## src/rtl/serial_loader_pkg.sv

```systemverilog
// Shared definitions for the host serial loader: command/reply codes, FSM encodings, helpers.
package serial_loader_pkg;

    localparam logic [7:0] CMD_LOAD    = 8'h4C;  // 'L'
    localparam logic [7:0] CMD_DUMP    = 8'h44;  // 'D'
    localparam logic [7:0] CMD_EXEC    = 8'h58;  // 'X'
    localparam logic [7:0] RPL_HALT    = 8'h48;  // 'H'
    localparam logic [7:0] RPL_BADCMD  = 8'h3F;  // '?'
    localparam logic [7:0] RPL_TIMEOUT = 8'h21;  // '!'

    typedef enum logic [3:0] {
        S_IDLE,
        S_A_HI,
        S_A_LO,
        S_LEN,
        S_LDATA,
        S_DRD,
        S_DWAIT,
        S_DTX,
        S_GO,
        S_RUN,
        S_TX,
        S_TXGAP
    } state_t;

    typedef enum logic [1:0] {
        T_IDLE,
        T_WAIT,
        T_SEND,
        T_GAP
    } tx_state_t;

    // A length byte of zero stands for a full 256-byte block.
    function automatic logic [8:0] len_of(input logic [7:0] n);
        return (n == 8'd0) ? 9'd256 : {1'b0, n};
    endfunction

endpackage

```

## src/rtl/serial_loader_tx_sender.sv

```systemverilog
// One-byte UART transmit handshake: waits for the UART to go idle, pulses transmit, then holds one gap cycle.
module serial_loader_tx_sender
    import serial_loader_pkg::*;
(
    input  logic       clk,
    input  logic       rst,
    input  logic       req,
    input  logic [7:0] req_byte,
    input  logic       is_transmitting,
    output logic       transmit,
    output logic [7:0] tx_byte,
    output logic       done
);

    tx_state_t state_q, state_d;

    always_ff @(posedge clk) begin
        if (!rst) begin
            state_q <= T_IDLE;
            tx_byte <= 8'd0;
        end else begin
            state_q <= state_d;
            if (req && state_q == T_IDLE)
                tx_byte <= req_byte;
        end
    end

    // The gap cycle gives the UART time to raise its busy flag before the next request.
    always_comb begin
        state_d = state_q;
        case (state_q)
            T_IDLE: if (req) state_d = T_WAIT;
            T_WAIT: if (!is_transmitting) state_d = T_SEND;
            T_SEND: state_d = T_GAP;
            T_GAP:  state_d = T_IDLE;
            default: state_d = T_IDLE;
        endcase
    end

    assign transmit = (state_q == T_SEND);
    assign done     = (state_q == T_GAP);

endmodule

```

## src/rtl/serial_loader.sv

```systemverilog
// Host monitor: parses UART commands to load/dump program RAM and to launch the cpu, replying over tx.
module serial_loader
    import serial_loader_pkg::*;
#(
    parameter int addr_width     = 9,
    parameter int TIMEOUT_CYCLES = 1200000
) (
    input  logic                  clk,
    input  logic                  rst,
    input  logic                  received,
    input  logic [7:0]            rx_byte,
    input  logic                  is_transmitting,
    output logic                  transmit,
    output logic [7:0]            tx_byte,
    output logic [addr_width-1:0] raddr,
    input  logic [7:0]            dread,
    output logic [addr_width-1:0] waddr,
    output logic [7:0]            dwrite,
    output logic                  write_en,
    output logic [addr_width-1:0] startaddr,
    output logic                  cpu_go,
    output logic                  cpu_active,
    input  logic                  cpu_halted
);

    localparam int TCW = $clog2(TIMEOUT_CYCLES) + 1;
    localparam logic [TCW-1:0] T_LIMIT = TCW'(TIMEOUT_CYCLES - 1);

    state_t                state_q, state_d, ret_q, ret_d;
    logic [7:0]            cmd_q, cmd_d;
    logic [7:0]            a_hi_q, a_hi_d;
    logic [addr_width-1:0] addr_q, addr_d;
    logic [8:0]            len_q, len_d;
    logic [7:0]            sum_q, sum_d;
    logic [TCW-1:0]        tcnt_q, tcnt_d;
    logic                  wcnt_q, wcnt_d;
    logic [7:0]            tx_data_q, tx_data_d;
    logic                  write_en_d, cpu_active_d;
    logic [addr_width-1:0] waddr_d, raddr_d, startaddr_d;
    logic [7:0]            dwrite_d;
    logic                  timed;
    logic                  tx_req, tx_done;

    serial_loader_tx_sender u_tx (
        .clk             (clk),
        .rst             (rst),
        .req             (tx_req),
        .req_byte        (tx_data_q),
        .is_transmitting (is_transmitting),
        .transmit        (transmit),
        .tx_byte         (tx_byte),
        .done            (tx_done)
    );

    assign tx_req = (state_q == S_TX);
    assign cpu_go = (state_q == S_GO);

    always_ff @(posedge clk) begin
        if (!rst) begin
            state_q    <= S_IDLE;
            ret_q      <= S_IDLE;
            cmd_q      <= 8'd0;
            a_hi_q     <= 8'd0;
            addr_q     <= '0;
            len_q      <= 9'd0;
            sum_q      <= 8'd0;
            tcnt_q     <= '0;
            wcnt_q     <= 1'b0;
            tx_data_q  <= 8'd0;
            write_en   <= 1'b0;
            waddr      <= '0;
            dwrite     <= 8'd0;
            raddr      <= '0;
            startaddr  <= '0;
            cpu_active <= 1'b0;
        end else begin
            state_q    <= state_d;
            ret_q      <= ret_d;
            cmd_q      <= cmd_d;
            a_hi_q     <= a_hi_d;
            addr_q     <= addr_d;
            len_q      <= len_d;
            sum_q      <= sum_d;
            tcnt_q     <= tcnt_d;
            wcnt_q     <= wcnt_d;
            tx_data_q  <= tx_data_d;
            write_en   <= write_en_d;
            waddr      <= waddr_d;
            dwrite     <= dwrite_d;
            raddr      <= raddr_d;
            startaddr  <= startaddr_d;
            cpu_active <= cpu_active_d;
        end
    end

    always_comb begin
        state_d      = state_q;
        ret_d        = ret_q;
        cmd_d        = cmd_q;
        a_hi_d       = a_hi_q;
        addr_d       = addr_q;
        len_d        = len_q;
        sum_d        = sum_q;
        wcnt_d       = wcnt_q;
        tx_data_d    = tx_data_q;
        write_en_d   = 1'b0;
        waddr_d      = waddr;
        dwrite_d     = dwrite;
        raddr_d      = raddr;
        startaddr_d  = startaddr;
        cpu_active_d = cpu_active;

        // Only the byte-gathering states are subject to the inter-byte timeout.
        timed  = (state_q inside {S_A_HI, S_A_LO, S_LEN, S_LDATA});
        tcnt_d = (received || !timed) ? '0 : tcnt_q + 1'b1;

        case (state_q)
            S_IDLE: begin
                if (received) begin
                    cmd_d = rx_byte;
                    if (rx_byte == CMD_LOAD || rx_byte == CMD_DUMP || rx_byte == CMD_EXEC) begin
                        state_d = S_A_HI;
                    end else begin
                        tx_data_d = RPL_BADCMD;
                        ret_d     = S_IDLE;
                        state_d   = S_TX;
                    end
                end
            end
            S_A_HI: begin
                if (received) begin
                    a_hi_d  = rx_byte;
                    state_d = S_A_LO;
                end
            end
            S_A_LO: begin
                if (received) begin
                    addr_d = addr_width'({a_hi_q, rx_byte});
                    if (cmd_q == CMD_EXEC) begin
                        startaddr_d  = addr_width'({a_hi_q, rx_byte});
                        cpu_active_d = 1'b1;
                        state_d      = S_GO;
                    end else begin
                        state_d = S_LEN;
                    end
                end
            end
            S_LEN: begin
                if (received) begin
                    len_d   = len_of(rx_byte);
                    sum_d   = 8'd0;
                    state_d = (cmd_q == CMD_LOAD) ? S_LDATA : S_DRD;
                end
            end
            S_LDATA: begin
                if (received) begin
                    write_en_d = 1'b1;
                    waddr_d    = addr_q;
                    dwrite_d   = rx_byte;
                    sum_d      = sum_q + rx_byte;
                    addr_d     = addr_q + 1'b1;
                    len_d      = len_q - 1'b1;
                    if (len_q == 9'd1) begin
                        tx_data_d = sum_q + rx_byte;
                        ret_d     = S_IDLE;
                        state_d   = S_TX;
                    end
                end
            end
            S_DRD: begin
                raddr_d = addr_q;
                wcnt_d  = 1'b0;
                state_d = S_DWAIT;
            end
            // RAM read data arrives two clocks after raddr is registered.
            S_DWAIT: begin
                wcnt_d = 1'b1;
                if (wcnt_q) state_d = S_DTX;
            end
            S_DTX: begin
                tx_data_d = dread;
                addr_d    = addr_q + 1'b1;
                len_d     = len_q - 1'b1;
                ret_d     = (len_q == 9'd1) ? S_IDLE : S_DRD;
                state_d   = S_TX;
            end
            S_GO: state_d = S_RUN;
            S_RUN: begin
                if (cpu_halted) begin
                    cpu_active_d = 1'b0;
                    tx_data_d    = RPL_HALT;
                    ret_d        = S_IDLE;
                    state_d      = S_TX;
                end
            end
            S_TX:    if (transmit) state_d = S_TXGAP;
            S_TXGAP: if (tx_done) state_d = ret_q;
            default: state_d = S_IDLE;
        endcase

        if (timed && !received && tcnt_q == T_LIMIT) begin
            tx_data_d = RPL_TIMEOUT;
            ret_d     = S_IDLE;
            state_d   = S_TX;
        end
    end

endmodule

```

## config.mk

```make
export PLATFORM = sky130hd
export DESIGN_NAME = serial_loader
export DESIGN_NICKNAME = d
export VERILOG_FILES = /design/src/rtl/serial_loader_pkg.sv /design/src/rtl/serial_loader_tx_sender.sv /design/src/rtl/serial_loader.sv
export SDC_FILE = /design/constraint.sdc
export NUM_CORES = 1
export LEC_CHECK = 0
export BUFFER_PORTS_ARGS = -buffer_cell sky130_fd_sc_hd__buf_2
export CAP_MARGIN = 30
export CORE_MARGIN = 2
export CORE_UTILIZATION = 30
export DETAILED_ROUTE_END_ITERATION = 10
export HOLD_SLACK_MARGIN = 0.12
export PLACE_DENSITY = 0.47
export SETUP_SLACK_MARGIN = 0.05
export SLEW_MARGIN = 20
export SYNTH_ARGS = -nofsm -noshare
export SYNTH_HDL_FRONTEND = slang
export SYNTH_SLANG_ARGS = --single-unit
```

## constraint.sdc

```tcl
create_clock -name clk -period 5.9 [get_ports clk]
set_input_delay 1.18 -clock clk [delete_from_list [all_inputs] [get_ports clk]]
set_output_delay 1.18 -clock clk [all_outputs]
set_load 0.01 [all_outputs]
```

## Yosys cells after proc, flatten, opt, wreduce, memory -nomap -nowiden

Cells that the tools add are included.

| cells by class | value |
|---|---|
| $add $sub $neg | 4 |
| equal/unequal tests | 46 |
| muxes and demuxes | 48 |
| bitwise operators | 1 |
| reductions and logical operators | 35 |

Operators with widths:

| kind | count |
|---|---|
| $mux W4 | 18 |
| $mux W8 | 7 |
| $pmux W9 S3 | 2 |
| $pmux W4 S12 | 1 |
| $mux W9 | 5 |
| $eq A8 B7 Y1 const B | 5 |
| $pmux W8 S4 | 1 |
| $add A22 B1 Y22 const B | 1 |
| $eq A22 B21 Y1 const B | 1 |
| $ne A2 B2 Y1 const B | 11 |
| $reduce_and A10 Y1 | 2 |
| $ne A3 B3 Y1 const B | 6 |
| $eq A4 B3 Y1 const B | 4 |
| $eq A4 B4 Y1 const B | 4 |
| $pmux W4 S4 | 1 |
| $pmux W8 S2 | 1 |
| $ne A3 B2 Y1 const B | 4 |
| $reduce_and A3 Y1 | 4 |
| $reduce_and A6 Y1 | 2 |
| $reduce_and A2 Y1 | 5 |
| $add A9 B1 Y9 const B | 1 |
| $eq A9 B1 Y1 const B | 1 |
| $sub A9 B1 Y9 const B | 1 |
| $add A8 B8 Y8 | 1 |
| other kinds (25) | 45 |

| storage, ports and cells | value |
|---|---|
| register bits after elaboration | 121 |
| input port bits | 21 |
| logic and storage cells | 154 |

## Depth between registers and ports, before layout

Gate-level depths: netlist (run 1).

| depth | value |
|---|---|
| word-level depth | 7 |
| depth in mapped cells | 10 |

## Modules after synthesis

Synthesis (run 1) repeated with hierarchy kept, for this count alone.

| second synthesis, totals | value |
|---|---|
| cells, all modules | 710 |
| area, all modules | 6014.5 µm² |

By module, submodules not included:

| module | times used | cells each | area an instance (µm²) |
|---|---|---|---|
| serial_loader | 1 | 657 | 5530.3 |
| serial_loader_tx_sender | 1 | 53 | 484.2 |

## Worst setup path after synthesis (run 1)

No wires, ideal clock.

| timing path | value |
|---|---|
| path kind | input port to flip-flop |
| start | input rx_byte[0] |
| end | register sum_q[6] |
| arrival time | 2.623 ns |
| data required time | 5.785 ns |
| path slack | 3.163 ns |
| cell stages on the path | 7 |
| path buffers | 0 |
| cells stage by stage | ha_1 > fa_1 > a211oi_1 > o21ai_0 > mux2i_1 > a21oi_1 > o21a_1 |

| between the ends | value |
|---|---|
| word-level cells in the longest chain between the ends | 3 |

Ends and longest elaborated chain:

| what | RTL line | source |
|---|---|---|
| start, declared | serial_loader.sv:11 | `input logic [7:0] rx_byte,` |
| $add A8 B8 Y8 | serial_loader.sv:160 | `sum_d = sum_q + rx_byte;` |
| $mux W8 | serial_loader.sv:156 | `if (received) begin` |
| $pmux W8 S2 | serial_loader.sv:117 | `case (state_q)` |
| end signal, assigned | serial_loader.sv:83 | `sum_q <= sum_d;` |
| end, declared | serial_loader.sv:34 | `logic [7:0] sum_q, sum_d;` |

No other way between the ends. The select of a mux whose other input is x is not followed.
A chain may end at the register's enable or synchronous reset.

## Worst setup path in the final report (run 1)

| timing path | value |
|---|---|
| start | register state_q[1] |
| end | output cpu_go |

| between the ends | value |
|---|---|
| word-level cells in the longest chain between the ends | 1 |

Ends and longest elaborated chain:

| what | RTL line | source |
|---|---|---|
| start, declared | serial_loader.sv:29 | `state_t state_q, state_d, ret_q, ret_d;` |
| start signal, assigned | serial_loader.sv:77 | `state_q <= state_d;` |
| $eq A4 B4 Y1 | serial_loader.sv:56 | `assign cpu_go = (state_q == S_GO);` |
| end, declared | serial_loader.sv:21 | `output logic cpu_go,` |

No other way between the ends.

==> results of run 1 <==
cells in the mapped netlist, drive strengths merged (6+ instances only):
master  instances  area share, %
inv            15           0.96
nor2          100            6.6
buf            17            1.8
nor3b          10            1.3
a31oi           9           0.96
and3            8           0.85
mux2i          31            5.3
a21oi          56            4.8
nand3          19            1.6
a22oi          12            1.5
nor4            6           0.90
nand2          93            5.9
or3            10            1.1
xor2           12            1.8
dfxtp         118             40
nor3           16            1.7
clkbuf         25            1.6
a211oi          9            1.2
xnor2           9            1.3
ha             16            3.4
o21a           12            1.5
nand4           8           0.85
and2            9           0.96
o21ai          35            3.0
report_power, final:
| group | internal [mW] | switching (mW) | total, mW |
|---|---|---|---|
| sequential | 0.873 | 0.0919 | 0.965 |
| combinational | 0.255 | 0.423 | 0.678 |
| clock | 0.587 | 0.379 | 0.966 |
| total | 1.72 | 0.893 | 2.61 |
kinds of logic (layout without fill, tap and decap cells):
| group | after synthesis | in the layout |
|---|---|---|
| AND/OR/NAND/NOR | 305 | 305 |
| buffers and inverters | 57 | 120 |
| AO/OA/AOI/OAI | 165 | 165 |
| XOR/XNOR | 21 | 21 |
| multiplexers | 31 | 31 |
| flip-flops | 118 | 118 |
| adder cells (fa/ha/maj) | 17 | 17 |
state kept, by name, summed over array words and instances (netlist names):
name / cells
waddr: 9
addr_q: 9
cpu_active: 1
sum_q: 8
wcnt_q: 1
startaddr: 9
tx_data_q: 8
cmd_q: 8
a_hi_q: 1
ret_q: 1
u_tx.tx_byte: 8
dwrite: 8
len_q: 9
u_tx.state_q: 2
tcnt_q: 22
raddr: 9
write_en: 1
state_q: 4
stage by stage:
stage / setup WS, ps / cell area (um^2) / util [%] / total power [mW] / hold slack [ps]
4_1_cts: 2730 / 6930 / 35.8 / 2.63 / 453
3_5_place_dp: 2750 / 6380 / 33.0 / 1.66 / 445
3_3_place_gp: 2780 / 6380 / 33.0 / 1.64 / 444
2_1_floorplan: 3160 / 5870 / - / 1.50 / 430
5_1_grt: 2620 / 6940 / 35.9 / 2.76 / 472
6_report: 2740 / 6940 / 35.9 / 2.61 / 450
critical path, stage by stage, from the launching register on:
cell and delay [ps]:
dfxtp_1 810, inv_1 340, nand2_1 160, nor3_1 70, buf_2 190
final cells by class:
cell class	instances	area, um^2
well taps	265	332
clock buffers	20	447
fillers	2000	12400
multi-input cells	539	3260
inverters	15	56.3
clock inverters	12	105
flip-flops and latches	118	2360
repair buffers	73	378
final timing paths:
kind                                start                     to  slack (ps)
setup / recovery  state_q[1]$_SDFFE_PN0P_                 cpu_go        2740
hold / removal      raddr[2]$_SDFFE_PN0P_  raddr[2]$_SDFFE_PN0P_         450
hold reg to reg     raddr[2]$_SDFFE_PN0P_  raddr[2]$_SDFFE_PN0P_         450
setup reg to reg  state_q[2]$_SDFFE_PP0P_  sum_q[7]$_SDFFE_PN0P_        2900
routing by layer:
metal / part of all wire, % / vias to the layer above / wire length [um]
met3: 4.2 / 28 / 671
met4: 2.2 / 0 / 353
li1: - / 2627 / -
met5: 0 / - / 0
met1: 46 / 2443 / 7400
met2: 47 / 117 / 7510
==> flow_summary.json, run 1 <==
{
  "clk_pin_slew_ps": 60,
  "clockBufferDepth": 2,
  "grtUsageMet2_pct": 26.1,
  "ys_ff_latch": 118,
  "initial_core_util_pct": 30.4,
  "grt_pass1_vias": 4926,
  "met3_usage_pct": 3.20,
  "reg2regPathDepth": 5,
  "fin_crit_ps": 3160,
  "startpoint_type": "flip-flop",
  "slew_headroom_pct": 40.3,
  "async_flop_share_pct": 0,
  "synth_ff_type": "dfxtp_1",
  "drv_slew": 0,
  "grt_max_degree": 71,
  "hold_buffers": 0,
  "post_drt_wl_per_cell_um": 15.3,
  "synth_cells": 714,
  "vias": 5215,
  "antenna_found_initial": 0,
  "htree_levels": 4,
  "synth_mux_area_share_pct": 5.29,
  "synth_top_family_by_area": "simple AND/OR/NAND/NOR gates",
  "drv_cap": 0,
  "remaining_drc_errors": 0,
  "cts_tree": "built",
  "yosys_warnings": 0,
  "fp.dieW_um": 144,
  "area_delta_synth_final_pct": 18.1,
  "viasPerCell": 5.00,
  "routabilityCongestion": 0.789,
  "outcome": "completed",
  "core_area_um2": 19300,
  "drtAntennaViolNets": 0,
  "drt-initial-drc-count": 518,
  "layout_commonest_cell": "dfxtp_1",
  "rsz0062_at_grt": "false",
  "num_rows": 51,
  "cts_resized": 0,
  "clk_latency_ps": 420,
  "hold_path.class": "flip-flop to flip-flop",
  "finalSetupViolCount": 0,
  "critPathRequiredTime_ps": 4720,
  "grt_pass1_wl_um": 25700,
  "synth_seq_area_share_pct": 40.2,
  "yosys.area_share.simple_pct": 25.5,
  "setup_tns_ps": 0,
  "hold_violations": 0,
  "path_class": "flip-flop to output port",
  "synth_xor_area_share_pct": 3.13,
  "pin_count": 68,
  "ys_types": 65,
  "die_y_um": 144,
  "ir_drop_uv": 237,
  "synth.avg_cell_area_um2": 8.22,
  "grtUsageMet1_pct": 20.4,
  "grt-ovfl-total": 0,
  "synth_fp_nets": 752,
  "path_max_fanout": 23,
  "layout_common_cells": "dfxtp_1 (118), nor2_1 (98), nand2_1 (93)",
  "grt_usage_pct": 15.9,
  "n_antenna_cell": 0,
  "drt_first_pass_iters": 5,
  "synth_adder_area_share_pct": 3.75,
  "worstMarginPinSlew_ps": 895,
  "post-cts-setup-buffers": 0,
  "instances_no_fill": 1042,
  "synth-edff-count": 0,
  "dp_cells": 1009,
  "fin_crit_sh_pct": 53.6,
  "finalClockSkew_ps": 10.9,
  "cp-end-kind": "output port",
  "grt.busiest_layer": "met2",
  "fin_nets": 802,
  "post-dp-hpwl_um": 11000,
  "io_buffers": 67,
  "clock-sinks": 118,
  "cts_inserted_buffers": 17,
  "p_leak_nw": 2.68,
  "power_density_nw_per_um2": 376,
  "arrival_ps": 1980,
  "wl_um": 15900,
  "syn_area_um2": 5870,
  "fmax_ghz": 0.316,
  "cts_root_buffer": "clkbuf_16",
  "die-area_um2": 20700,
  "hold_depth": 2,
  "synth_compound_area_share_pct": 17.8,
  "drive_gt1_share_pct": 15.3
}
No activity file was read; power rests on OpenSTA's default activity.
==> inputs of run 2 (changes only) <==
==> constraint.sdc (replaced) <==
create_clock -name clk -period 3 [get_ports clk]
set_input_delay 0.6 -clock clk [delete_from_list [all_inputs] [get_ports clk]]
set_output_delay 0.6 -clock clk [all_outputs]
set_load 0.01 [all_outputs]
==> run 2 against run 1 <==
Against the previous run:
- worst hold slack better by 3.5 ps
- cell area increased by 2.5%
- setup slack lost 2300 ps
- clock power grew 140%
- via count increased by 1.3%
==> flow_summary.json, run 2 (synthesized netlist as in run 1, its figures left out) <==
{
  "path_max_fanout": 28,
  "post_drt_wl_per_cell_um": 15.7,
  "clockBufferDepth": 2,
  "arrival_ps": 1980,
  "fin_crit_sh_pct": 86.0,
  "clock-sinks": 118,
  "layout_commonest_cell": "dfxtp_1",
  "drt_first_pass_iters": 5,
  "fmax_ghz": 0.388,
  "core_area_um2": 19300,
  "drv_slew": 0,
  "worstMarginPinSlew_ps": 971,
  "rsz0062_at_grt": "false",
  "multi_input_area_um2": 3260,
  "cp-end-kind": "output port",
  "initial_core_util_pct": 30.4,
  "drtAntennaViolNets": 0,
  "hold_slack_ps": 453,
  "p_leak_nw": 2.78,
  "grt_pass1_wl_um": 26900,
  "cts_inserted_buffers": 17,
  "cts_tree": "built",
  "hold_buffers": 0,
  "pin_count": 68,
  "hold_path.class": "flip-flop to flip-flop",
  "remaining_drc_errors": 0,
  "grt_usage_pct": 16.7,
  "fin_crit_ps": 2580,
  "setup_tns_ps": 0,
  "slew_headroom_pct": 35.2,
  "viasPerCell": 5.04,
  "post-dp-hpwl_um": 11500,
  "critPathRequiredTime_ps": 2400,
  "startpoint_type": "flip-flop",
  "layout_common_cells": "dfxtp_1 (118), nor2_1 (98), nand2_1 (93)",
  "antenna_found_initial": 0,
  "path_class": "flip-flop to output port",
  "fin_nets": 808,
  "outcome": "completed",
  "die_y_um": 144,
  "ir_drop_uv": 413,
  "clk_pin_slew_ps": 60,
  "num_rows": 51,
  "fp.dieW_um": 144,
  "n_antenna_cell": 0,
  "cts_resized": 0,
  "cts_root_buffer": "clkbuf_16",
  "post-cts-setup-buffers": 0,
  "vias": 5284,
  "fillerInstances": 2004,
  "io_buffers": 67,
  "grt_max_degree": 40,
  "wl_um": 16400,
  "power_density_nw_per_um2": 791,
  "top_register": "tcnt_q",
  "routabilityCongestion": 0.849,
  "die-area_um2": 20700,
  "htree_levels": 4,
  "drt-initial-drc-count": 400,
  "hold_violations": 0,
  "grt_pass1_vias": 5021,
  "final-seq-area_um2": 2360,
  "drive_gt1_share_pct": 16.1,
  "clk_latency_ps": 420,
  "finalSetupViolCount": 0,
  "grt-ovfl-total": 0,
  "largest_reg_flops": 22,
  "finalClockSkew_ps": 5.61,
  "drv_cap": 0,
  "area_delta_synth_final_pct": 21.1
}
## run 2: worst paths after layout
path / start / endpoint / slack (ps) / cells past startpoint
hold / removal: dwrite[0]$_SDFFE_PN0P_ / dwrite[0]$_SDFFE_PN0P_ / 450 / 2
setup / recovery: state_q[3]$_SDFFE_PN0P_ / cpu_go / 420 / 3
hold reg to reg: dwrite[0]$_SDFFE_PN0P_ / dwrite[0]$_SDFFE_PN0P_ / 450 / 2
setup reg to reg: state_q[3]$_SDFFE_PN0P_ / len_q[6]$_SDFFE_PN0P_ / 570 / 6
## run 2: report_power, final
part           leakage, nW  total [mW]  switching, mW  internal [mW]
registers            0.955        1.91          0.195           1.72
logic                 1.50        1.35          0.836          0.517
clock network        0.318        2.36          0.761           1.60
## run 2: through the flow
stage / power, mW / setup slack, ps / cells / utilization [%] / area, um^2
finish: 5.62 / 420 / 1048 / 36.8 / 7110
global route: 5.94 / 271 / 1048 / 36.8 / 7110
CTS: 5.67 / 420 / 1048 / 36.8 / 7110
detailed placement: 3.29 / 443 / 1016 / 33.3 / 6430
global placement: 3.26 / 463 / 1016 / 33.3 / 6430
floorplan: 2.95 / 843 / 714 / - / 5870
## run 2: layout make-up
cell class,instances,area share (%)
clock buffer,20,6.42
clock inverter,12,3.15
inverter,15,0.792
multi-input combinational,539,45.8
sequential,118,33.2
tap,265,4.66
timing repair buffer,79,5.98
## run 2: routing by layer
metal / up-vias / share of wire (%) / track usage (%)
met4: 0 / 2.1 / 6.24
met2: 92 / 47 / 26.9
met3: 25 / 4.0 / 3.83
met5: - / 0 / 0
met1: 2529 / 47 / 21.9
li1: 2638 / - / -
## run 2: critical path, cell delays in order (launching register included)
cell and delay, ps:
dfxtp_1 950, nand2_1 170, nor3_1 240, buf_2 180
